**src/rtl/cpu_pkg.sv**
```systemverilog
// Shared CPU definitions for the EX-stage divide sequencer and its divider.
package cpu_pkg;

  localparam int DATA_W      = 32;
  localparam int DIV_LATENCY = 35;

  typedef enum logic [2:0] {
    DIV_IDLE,
    DIV_ISSUE,
    DIV_WAIT,
    DIV_DONE,
    DIV_DRAIN
  } div_state_e;

  function automatic logic [DATA_W-1:0] absVal(input logic [DATA_W-1:0] v, input logic isSigned);
    return (isSigned && v[DATA_W-1]) ? -v : v;
  endfunction

endpackage

```
**src/rtl/div_issue_ctrl_div.sv**
```systemverilog
// Radix-2 restoring divider: one quotient bit per cycle on magnitudes, then a sign-fix cycle.
module div_issue_ctrl_div
  import cpu_pkg::*;
(
  input  logic              div_clk,
  input  logic              resetn,
  input  logic              div,
  input  logic              div_signed,
  input  logic [DATA_W-1:0] x,
  input  logic [DATA_W-1:0] y,
  output logic [DATA_W-1:0] s,
  output logic [DATA_W-1:0] r,
  output logic              complete
);

  localparam int CNT_W = 6;
  localparam logic [CNT_W-1:0] LAST_STEP = CNT_W'(DATA_W);
  localparam logic [CNT_W-1:0] DONE_STEP = CNT_W'(DATA_W + 1);

  logic              busy_q, busy_d;
  logic [CNT_W-1:0]  cnt_q, cnt_d;
  logic [DATA_W-1:0] quo_q, quo_d;
  logic [DATA_W-1:0] rem_q, rem_d;
  logic [DATA_W-1:0] den_q, den_d;
  logic              negQ_q, negQ_d;
  logic              negR_q, negR_d;
  logic [DATA_W-1:0] s_q, s_d;
  logic [DATA_W-1:0] r_q, r_d;

  logic [DATA_W:0]   shifted;
  logic              fits;
  logic [DATA_W-1:0] diff;

  assign shifted = {rem_q, quo_q[DATA_W-1]};
  assign fits    = shifted >= {1'b0, den_q};
  // When the trial subtraction fits, the true difference is below the divisor, so 32 bits suffice.
  assign diff    = shifted[DATA_W-1:0] - den_q;

  always_comb begin
    busy_d = busy_q;
    cnt_d  = cnt_q;
    quo_d  = quo_q;
    rem_d  = rem_q;
    den_d  = den_q;
    negQ_d = negQ_q;
    negR_d = negR_q;
    s_d    = s_q;
    r_d    = r_q;
    if (busy_q) begin
      if (cnt_q < LAST_STEP) begin
        quo_d = {quo_q[DATA_W-2:0], fits};
        rem_d = fits ? diff : shifted[DATA_W-1:0];
      end else if (cnt_q == LAST_STEP) begin
        s_d = negQ_q ? -quo_q : quo_q;
        r_d = negR_q ? -rem_q : rem_q;
      end
      if (cnt_q == DONE_STEP) begin
        busy_d = 1'b0;
        cnt_d  = '0;
      end else begin
        cnt_d = cnt_q + 1'b1;
      end
    end else if (div) begin
      busy_d = 1'b1;
      cnt_d  = '0;
      quo_d  = absVal(x, div_signed);
      den_d  = absVal(y, div_signed);
      rem_d  = '0;
      negQ_d = div_signed & (x[DATA_W-1] ^ y[DATA_W-1]);
      negR_d = div_signed & x[DATA_W-1];
    end
  end

  always_ff @(posedge div_clk) begin
    if (!resetn) begin
      busy_q <= 1'b0;
      cnt_q  <= '0;
      quo_q  <= '0;
      rem_q  <= '0;
      den_q  <= '0;
      negQ_q <= 1'b0;
      negR_q <= 1'b0;
      s_q    <= '0;
      r_q    <= '0;
    end else begin
      busy_q <= busy_d;
      cnt_q  <= cnt_d;
      quo_q  <= quo_d;
      rem_q  <= rem_d;
      den_q  <= den_d;
      negQ_q <= negQ_d;
      negR_q <= negR_d;
      s_q    <= s_d;
      r_q    <= r_d;
    end
  end

  assign complete = busy_q && (cnt_q == DONE_STEP);
  assign s        = s_q;
  assign r        = r_q;

endmodule

```
**src/rtl/div_issue_ctrl.sv**
```systemverilog
// EX-stage DIV/DIVU sequencer: issues to the divider, stalls EX, writes HI/LO,
// and drains (never aborts) a divide cancelled by a WB flush.
module div_issue_ctrl
  import cpu_pkg::*;
(
  input  logic              clk,
  input  logic              reset,
  input  logic              es_valid,
  input  logic              es_div_op,
  input  logic              es_div_signed,
  input  logic [DATA_W-1:0] es_src1,
  input  logic [DATA_W-1:0] es_src2,
  input  logic              es_flush,
  input  logic              ms_allowin,
  output logic              es_div_stall,
  output logic              hilo_we,
  output logic [DATA_W-1:0] hi_wdata,
  output logic [DATA_W-1:0] lo_wdata,
  output logic              div_busy
);

  div_state_e        state_q, state_d;
  logic [DATA_W-1:0] src1_q, src1_d;
  logic [DATA_W-1:0] src2_q, src2_d;
  logic              srcSigned_q, srcSigned_d;
  logic [DATA_W-1:0] hi_q, hi_d;
  logic [DATA_W-1:0] lo_q, lo_d;

  logic              request;
  logic              divStart;
  logic              divComplete;
  logic [DATA_W-1:0] divS;
  logic [DATA_W-1:0] divR;

  assign request = es_valid & es_div_op & ~es_flush;

  always_comb begin
    state_d     = state_q;
    src1_d      = src1_q;
    src2_d      = src2_q;
    srcSigned_d = srcSigned_q;
    hi_d        = hi_q;
    lo_d        = lo_q;
    divStart    = 1'b0;
    hilo_we     = 1'b0;
    unique case (state_q)
      DIV_IDLE: begin
        if (request) begin
          src1_d      = es_src1;
          src2_d      = es_src2;
          srcSigned_d = es_div_signed;
          state_d     = DIV_ISSUE;
        end
      end
      DIV_ISSUE: begin
        divStart = 1'b1;
        state_d  = es_flush ? DIV_DRAIN : DIV_WAIT;
      end
      DIV_WAIT: begin
        // A flush coinciding with completion has nothing left to drain.
        if (divComplete && es_flush) begin
          state_d = DIV_IDLE;
        end else if (divComplete) begin
          lo_d    = divS;
          hi_d    = divR;
          state_d = DIV_DONE;
        end else if (es_flush) begin
          state_d = DIV_DRAIN;
        end
      end
      DIV_DRAIN: begin
        if (divComplete) begin
          state_d = DIV_IDLE;
        end
      end
      DIV_DONE: begin
        hilo_we = ms_allowin & ~es_flush;
        if (ms_allowin || es_flush) begin
          state_d = DIV_IDLE;
        end
      end
      default: state_d = DIV_IDLE;
    endcase
  end

  always_ff @(posedge clk) begin
    if (reset) begin
      state_q     <= DIV_IDLE;
      src1_q      <= '0;
      src2_q      <= '0;
      srcSigned_q <= 1'b0;
      hi_q        <= '0;
      lo_q        <= '0;
    end else begin
      state_q     <= state_d;
      src1_q      <= src1_d;
      src2_q      <= src2_d;
      srcSigned_q <= srcSigned_d;
      hi_q        <= hi_d;
      lo_q        <= lo_d;
    end
  end

  assign es_div_stall = es_valid & es_div_op & (state_q != DIV_DONE);
  assign div_busy     = (state_q != DIV_IDLE);
  assign hi_wdata     = hi_q;
  assign lo_wdata     = lo_q;

  div_issue_ctrl_div u_div (
    .div_clk    (clk),
    .resetn     (~reset),
    .div        (divStart),
    .div_signed (srcSigned_q),
    .x          (src1_q),
    .y          (src2_q),
    .s          (divS),
    .r          (divR),
    .complete   (divComplete)
  );

endmodule

```
**config.mk**
```make
export PLATFORM = sky130hd
export DESIGN_NAME = div_issue_ctrl
export DESIGN_NICKNAME = d
export VERILOG_FILES = /design/src/rtl/cpu_pkg.sv /design/src/rtl/div_issue_ctrl_div.sv /design/src/rtl/div_issue_ctrl.sv
export SDC_FILE = /design/constraint.sdc
export NUM_CORES = 1
export LEC_CHECK = 0
export ABC_CLOCK_PERIOD_IN_PS = 3100
export CAP_MARGIN = 30
export CORE_MARGIN = 2
export CORE_UTILIZATION = 53
export DETAILED_ROUTE_END_ITERATION = 8
export GPL_ROUTABILITY_DRIVEN = 0
export PLACE_DENSITY = 0.78
export SYNTH_ARGS = -nofsm -noshare
export SYNTH_HDL_FRONTEND = slang
export SYNTH_SLANG_ARGS = --single-unit
```
**constraint.sdc**
```tcl
create_clock -name clk -period 3.1 [get_ports clk]
set_clock_uncertainty 0.15 [all_clocks]
set_input_delay 0.31 -clock clk [delete_from_list [all_inputs] [get_ports clk]]
set_output_delay 0.31 -clock clk [all_outputs]
set_load 0.03 [all_outputs]
```
==> flow_results.org, run 1 <==
** Min path
- The path class of the tightest hold or removal check is in2reg.
- The worst hold path was traced through 3 stages.

** Clocking
- Clock-pin slew was measured on the worst setup and hold paths at 60 ps.
- TritonCTS created 30 clock buffers.
- CTS built an H-tree with a depth of 1.
- Hold Buf Count CTS :: 0
- In this run the deepest clock path goes through 3 buffers.
- CTS tree :: built
- Root buf cell :: clkbuf_16
- The later pin in the worst-skew pair is clocked with a latency of 560 ps.
- Counting every sink on the clock net gives 301.

** Logic synthesis
- Fraction of registers with async set or reset after synthesis :: 0
- Number of enable flip-flop cells after synthesis :: 0
- The synthesized netlist contains 58 unique library cells.
- Average cell area after synthesis :: 7.621 um2
- Number of synthesis warnings :: 0
- Number of instances in the synthesized netlist :: 2001
- Main flop type after synthesis :: dfxtp_1
- The cell area that synthesis handed to floorplanning was 15250 um2.
- Net count after synthesis :: 2111
- Share of the synthesized area in the top cell type :: 0.3951
- Register bit total from synthesis :: 301
- Post-synthesis sequential area ratio :: 0.3951
- Cells taking the most area after synthesis :: dfxtp_1, nand2_1, a21oi_1
- The biggest area contributor in the post-synthesis netlist is dfxtp_1.

** Run
- Count of max-cap constraint violations :: 0

** Route
- Initial DRC count :: 1103
- Drt via density :: 5.611
- Summed over all layers, the routed wires come to 38280 um.
- DRC violation count after routing :: 0
- Routed wirelength normalized by instance count :: 15.13 um
- Detailed routing inserted a total of 14.20k vias.
- The detail route stage leaves a number of antenna-violating nets equal to 0.
- Number of iterations in the first detailed-routing pass :: 7

** Place
- DP Worst Slack :: -61.81 ps
- Cell area reported after detailed placement :: 17350 um2
- Number of buffers added on ports :: 137
- Post-detail-place hpwl :: 26890 um

** Critical path
- Slowest cell on the critical path :: or4_4
- Total number of cells along the worst setup path :: 8
- In this design, the critical path's most frequently occurring cell is or3_4.
- The largest single stage delay on the critical path is 530 ps.
- Critical Path RT :: 3340 ps
- Crit path buf inv count :: 0
- Cell-by-cell listing of the critical path :: or4_4 -> or4_4 -> or3_4 -> or3_4 -> or3_4 -> o31ai_4 -> xor2_1 -> a211oi_1
- In this run the worst path has a maximum fanout of 3.
- Startpoint-to-endpoint class of the critical path :: reg2reg
- The worst setup path is launched from a flop.
- Cell class contributing the biggest share of worst-path delay :: simple AND/OR/NAND/NOR gates
- STA classifies the critical path endpoint as a flop.
- At the worst endpoint, the arrival time is 3390 ps.
- The number of cells on the worst reg-to-reg path is 8.

** Floorplan
- Starting utilization of the core area :: 0.5342
- Die area :: 30150 um2
- Width of the die :: 173.6 um
- In this run the standard cell core region covers 28550 um2.
- # rows :: 62
- The die is 173.6 um tall.
- I/O pins :: 138

** Global routing
- The first global-routing pass estimated 62330 um of wire.
- In the global route stage, overall resource usage came out at 0.2417.
- Remaining global-route overflow :: 0
- Maximum number of pins on one net before global-route repair :: 170
- Initial antenna violation count :: 0
- Vias in the first global route :: 12.84k

** Timing
- Fin crit share :: 1.014
- Derived from the worst setup path, the maximum achievable clock frequency is 0.3182 GHz.
- Final count of pins violating max slew :: 0
- Hold Vio Cnt, Final :: 0
- Max-Slew Margin vs Limit :: 0.1475
- After layout, the worst setup slack is -42.91 ps.
- Setup total negative slack on the finished layout was measured at -83.94 ps.
- Setup repair after global routing could not meet its margin everywhere.
- The smallest clock period supported by the final layout is computed as 3143 ps.
- Setup violations remaining at the end of the flow were counted as 2.
- Transition time at the pin with the least slew margin :: 1277 ps

** Layout
- At the end of the flow, the number of nets in the layout was 2236.
- Measured on the finished design, the core utilization comes to 0.6510.
- 0 antenna diodes ended up in the layout.
- Number of filler instances in the final layout :: 2459
- Leading cell type in the layout, fill and taps excluded :: nand2_1
- Summing all non-filler instances in the final layout gives an area of 18580 um2.
- In the layout the commonest cells are nand2_1, dfxtp_1, a21oi_1.
- The area growth from synthesis to layout is 21.87%.
- Of the cells placed in the final design, the portion with a size suffix greater than 1 is 0.08900.

** Power
- Sw Pwr :: 2332 uW
- Worst vdd rail ir drop :: 0.0004056 V
- Of the total power, the clock network draws 0.402.
- Power per Cell Area :: 489.3 nW/um2
- The analysis attributes to cell leakage a power of 0.006800 uW.
- Sequential fraction of design power :: 0.437
- The share of total power dissipated in combinational logic is 0.161.
- Switching share of total power :: 0.2565
- The internal portion of the total power is 6761 uW.

** Status
- Run status :: finished, violations left
- Failing checks :: negative setup slack
==> flip-flops by register name, indices dropped and copies added, names as in the netlist <==
signal        count
u_div.negR_q      1
u_div.busy_q      1
state_q           3
u_div.negQ_q      1
u_div.s          32
src2_q           32
u_div.rem_q      32
hi_wdata         32
srcSigned_q       1
u_div.r          32
u_div.den_q      32
u_div.cnt_q       6
u_div.quo_q      32
src1_q           32
lo_wdata         32
==> Yosys cell counts, types with 2 or more instances <==
master and instances:
or4_4 3, or3_4 5, o21a_1 9, nand4_1 11, or4_1 14, o21ai_0 108, a211o_1 2, nand2_1 456
a21oi_1 241, and3_1 8, buf_2 2, a32oi_1 10, o311ai_0 5, nand3b_1 3, clkbuf_1 120, inv_1 59
o31a_1 2, a31oi_1 17, and2_1 5, a21o_1 12, nor4_1 15, nor2_1 145, o31ai_1 25, dfxtp_1 301
or2_2 4, xnor2_1 55, nand3_1 23, o211ai_1 6, or3_1 14, nand2b_1 12, nor2b_1 8, o21bai_1 3
a21boi_0 3, o41ai_1 14, ha_1 38, nor3b_1 2, buf_1 8, xor2_1 87, o22ai_1 2, mux2i_1 18
a41oi_1 2, a211oi_1 80, a311oi_1 4, nor3_1 26
==> path summary, 6_finish.rpt <==
| check | start | endpoint | slack (ps) |
|---|---|---|---|
| max | u_div.rem_q[6] | u_div.r[31] | -40 |
| min | es_src2[17] | src2_q[17] | 140 |
| max reg2reg | u_div.rem_q[6] | u_div.r[31] | -40 |
| min reg2reg | u_div.s[1] | lo_wdata[1] | 300 |
==> timing repair <==
item / 4_1_cts / 5_1_grt
gates cloned: 0 / 0
gates resized for setup: 6 / 34
buffers inserted: 1 / 2
setup endpoints to repair: 4 / 49
pin swaps: 0 / 7
==> tightest hold or removal path: cells and delay by family <==
kind / cells / cell delay, ps
AO/OA/AOI/OAI: 1 / 50
buffers and inverters: 1 / 390
AND/OR/NAND/NOR: 1 / 60
==> per-layer routing <==
metal  wire (um)  share of wire  GRT usage  vias to the layer above
met3        2606          0.068    0.03070                       75
met1       18490           0.48     0.3599                     6450
met5           0              0          0                        -
met4         743          0.019    0.06127                        0
met2       16440           0.43     0.3710                      496
li1            -              -          -                     7174
==> per-stage QoR <==
stage | power [uW] | std cells | hold WS (ps)
global placement | 5383 | 2474 | 288.9
global route | 9410 | 2530 | 150.6
finish | 9093 | 2530 | 144.8
CTS | 9071 | 2528 | 131.2
detailed placement | 5418 | 2475 | 292.5
floorplan | 4955 | 2001 | 278.8
==> cell type report <==
type	instances	area, um2	share of cell area
clock buffer	42	867.1	0.04666
clock inverter	10	125.1	0.006733
inverter	59	221.5	0.01192
multi-input combinational	1511	8755	0.4711
sequential	301	6028	0.3244
tap	384	480.5	0.02585
timing repair buffer	223	2107	0.1134
==> power by group through the flow <==
stage                     registers [uW]  clock network (uW)  logic (uW)
after floorplan                     4040                   0         912
after global placement              4050                   0        1330
after detailed placement            4060                   0        1360
after CTS                           3970                3710        1380
after global routing                3980                3840        1580
final                               3980                3650        1460
==> logic make-up after synthesis <==
group / Yosys count / synth area share
AOI/OAI and AO/OA: 553 / 0.2185
xor gates and xnor gates: 142 / 0.08156
adders and majority gates: 39 / 0.03249
DFF: 301 / 0.3951
and+or+nand+nor: 759 / 0.2138
buffers and inverters: 189 / 0.04669
muxes: 18 / 0.01181
(Power assumes the default switching activity.)
==> run 2: changes to the inputs <==
- CORE_MARGIN: 2 -> 1.5
- CORE_UTILIZATION: 53 -> 58
- DONT_BUFFER_PORTS: unset -> 1
- PLACE_DENSITY: 0.78 -> 0.77
==> run 2 against run 1 <==
Compared with the run above:
- sequential cell count stayed put
- the run ends with negative hold slack left
- combinational power is 8% lower
- count of clock-buffer cells in the layout is 4 higher
- register-to-register slack better by 40 ps
- critical path depth stayed put
==> flow_results.org, run 2 (synthesis results as in run 1) <==
** Status
- The run finished, with violations left.
- The checks that failed: negative hold slack.

** Critical path
- Startpoint-to-endpoint class of the critical path :: reg2reg
- CP Data Arrival Time :: 3410 ps (+20 ps)
- Critical path launch point type :: flop
- STA classifies the critical path endpoint as a flop.
- Top fanout value on the critical path :: 3 (unchanged)
- The startpoint identified for the worst register-to-register timing path is u_div.rem_q[6].
- Critical Path Source :: u_div.rem_q[6]
- The critical path data required time was 3410 ps (+70 ps).

** Min path
- Worst hold-check path type :: in2reg
- The worst hold path begins at reset.

** Floorplan
- The floorplan core area is 25910 um2 (-9.2%).
- I/O pins :: 138 (unchanged)
- The height of the die came to 165.2 um (-4.9%).
- The number of core rows is 59 (-4.8%).
- Width of the die :: 165.2 um (-4.9%)
- The initial core utilization was 0.5885 (+0.05435).
- The area enclosed by the die boundary was 27270 um2 (-9.5%).

** Timing
- The final clock period utilization by the worst path was 0.9998 (-0.01401).
- The measured slew at the worst slew-check pin was 1196 ps (-80.75 ps).
- The final critical delay including setup and external delays came to 3099 ps (-43.42 ps).
- Unrepaired setup endpoints after global routing :: yes
- The hold violation total from the final report came to 122 (+122).
- The worst-case headroom to the max-slew limit came to 0.2014 (+0.05390).
- Final-layout setup total negative slack :: 0 ps (+83.94 ps)
- The peak clock frequency supported by timing is 0.3226 GHz (+1.4%).
- Final count of pins violating max slew :: 0 (unchanged)
- Number of endpoints failing setup at the final stage :: 0 (-2)
- The tightest hold margin was -223.8 ps (-368.6 ps).

** Global routing
- The via count of the first global-routing pass is 12.88k (+0.34%).
- The number of antenna violations at the first check in global routing is 0 (unchanged).
- Aggregate global-route resource usage :: 0.2787 (+0.03696)
- The overall overflow remaining after global route was 0 (unchanged).
- The largest net degree at the start of global routing came to 277 (+63%).
- Wire length of the first global-routing pass :: 63040 um (+1.1%)

** Route
- The via count is 14.35k (+1.1%).
- Final Routed Wirelength :: 39580 um (+3.4%)
- The detail-routed net length per standard cell came to 15.94 um (+5.4%).
- The detailed-route DRC error count came to 0 (unchanged).
- Initial DRC count :: 1161 (+5.3%)
- Remaining number of nets flagged by the antenna check after routing :: 0 (unchanged)
- Drt via density :: 5.778 (+3.0%)
- The count of TritonRoute iterations in the first routing pass came to 5 (-2).

** Layout
- The summed area of non-filler cells in the final layout was 18540 um2 (-0.25%).
- Final Net Count :: 2233 (-0.13%)
- Number of standard cells in the layout, taps in and fillers out :: 2483 (-1.9%)
- Post-layout utilization of the core :: 0.7154 (+0.06445)
- The antenna cell count came to 0 (unchanged).
- Leading cell type in the layout, fill and taps excluded :: nand2_1
- Fraction of layout cells with a size suffix above 1 :: 0.08752 (-0.001480)
- Layout overhead on the synthesized area :: 21.56%
- Leading cell types in the layout, fill and taps excluded :: nand2_1, dfxtp_1, a21oi_1

** Clocking
- The buffer depth of the longest clock path was 3 (unchanged).
- CTS tree :: built
- CTS HTree Levels :: 1 (unchanged)
- Number of clock sinks :: 301 (unchanged)
- Root buf cell :: clkbuf_16
- Source-to-sink clock delay at the later pin of the worst-skew pair :: 560 ps (about the same)
- The buffer count from post-CTS setup fixing is 0 (-1).
- The clock slew at the register clock pins of the worst setup and hold paths is 60 ps (about the same).
- Number of clock buffers inserted by TritonCTS :: 31 (+3.3%)

** Power
- The leakage dissipation is 0.007231 uW (+6.3%).
- The power density normalized to cell area came to 487.9 nW/um2 (-0.29%).
- Worst vdd rail ir drop :: 0.0005029 V (+24%)

** Place
- Number of buffers added on ports :: 0 (-100%)
- Cell area reported after detailed placement :: 15790 um2 (-9.0%)
- The detailed placement HPWL is 25600 um (-4.8%).
- The cell count after placement is 2278 (-8.0%).

** Run
- The max-cap violation count came to 0 (unchanged).
-- run 2: final cells by class --
class                           instances  area, um2
Timing Repair Buffer                  219       2061
Multi-Input combinational cell       1511       8783
Clock buffer                           46      902.1
Clock inverter                         12      121.4
Sequential cell                       301       6030
Tap cell                              335      419.2
Fill cell                            2022       7373
Inverter                               59      221.5
-- run 2: worst max-delay path, cell delays in order (launching register included) --
cell	delay [ps]
dfxtp_2	320
or4_4	520
or4_4	420
or3_4	390
or3_4	350
or3_4	370
o31ai_4	180
xor2_1	90
a211oi_1	210
-- run 2: worst paths after layout --
check	to	slack, ps	cells after the start
hold / removal	u_div.den_q[23]	-220	1
setup / recovery	u_div.r[31]	0.5	8
setup reg to reg	u_div.r[31]	0.5	8
hold reg to reg	lo_wdata[1]	300	2
-- run 2: repair_timing --
item / CTS / global route
pin swaps: 3 / 16
setup endpoints to repair: 6 / 97
hold buffers: 146 / 1
gates resized for setup: 5 / 48
endpoints found under the hold margin: 269 / 123
-- run 2: layer usage --
layer	track usage	wire length, um	up-vias
met3	0.03996	2973	59
met5	0	0	-
met4	0.05897	647	0
met2	0.4171	17000	472
met1	0.4215	18960	6651
li1	-	-	7166
-- run 2: metrics by stage --
| step | setup WS, ps | power [uW] |
|---|---|---|
| 4_1_cts | -13.06 | 8987 |
| 2_1_floorplan | -1.923 | 4955 |
| 3_5_place_dp | -37.19 | 5264 |
| 5_1_grt | -72.82 | 9350 |
| 6_report | 0.5087 | 9044 |
| 3_3_place_gp | 15.80 | 5227 |
-- run 2: power by group --
part	total (uW)	switching [uW]	internal [uW]
Clock	3720	1540	2170
Sequential	3980	60.3	3920
Combinational	1350	736	614
Total	9040	2340	6700
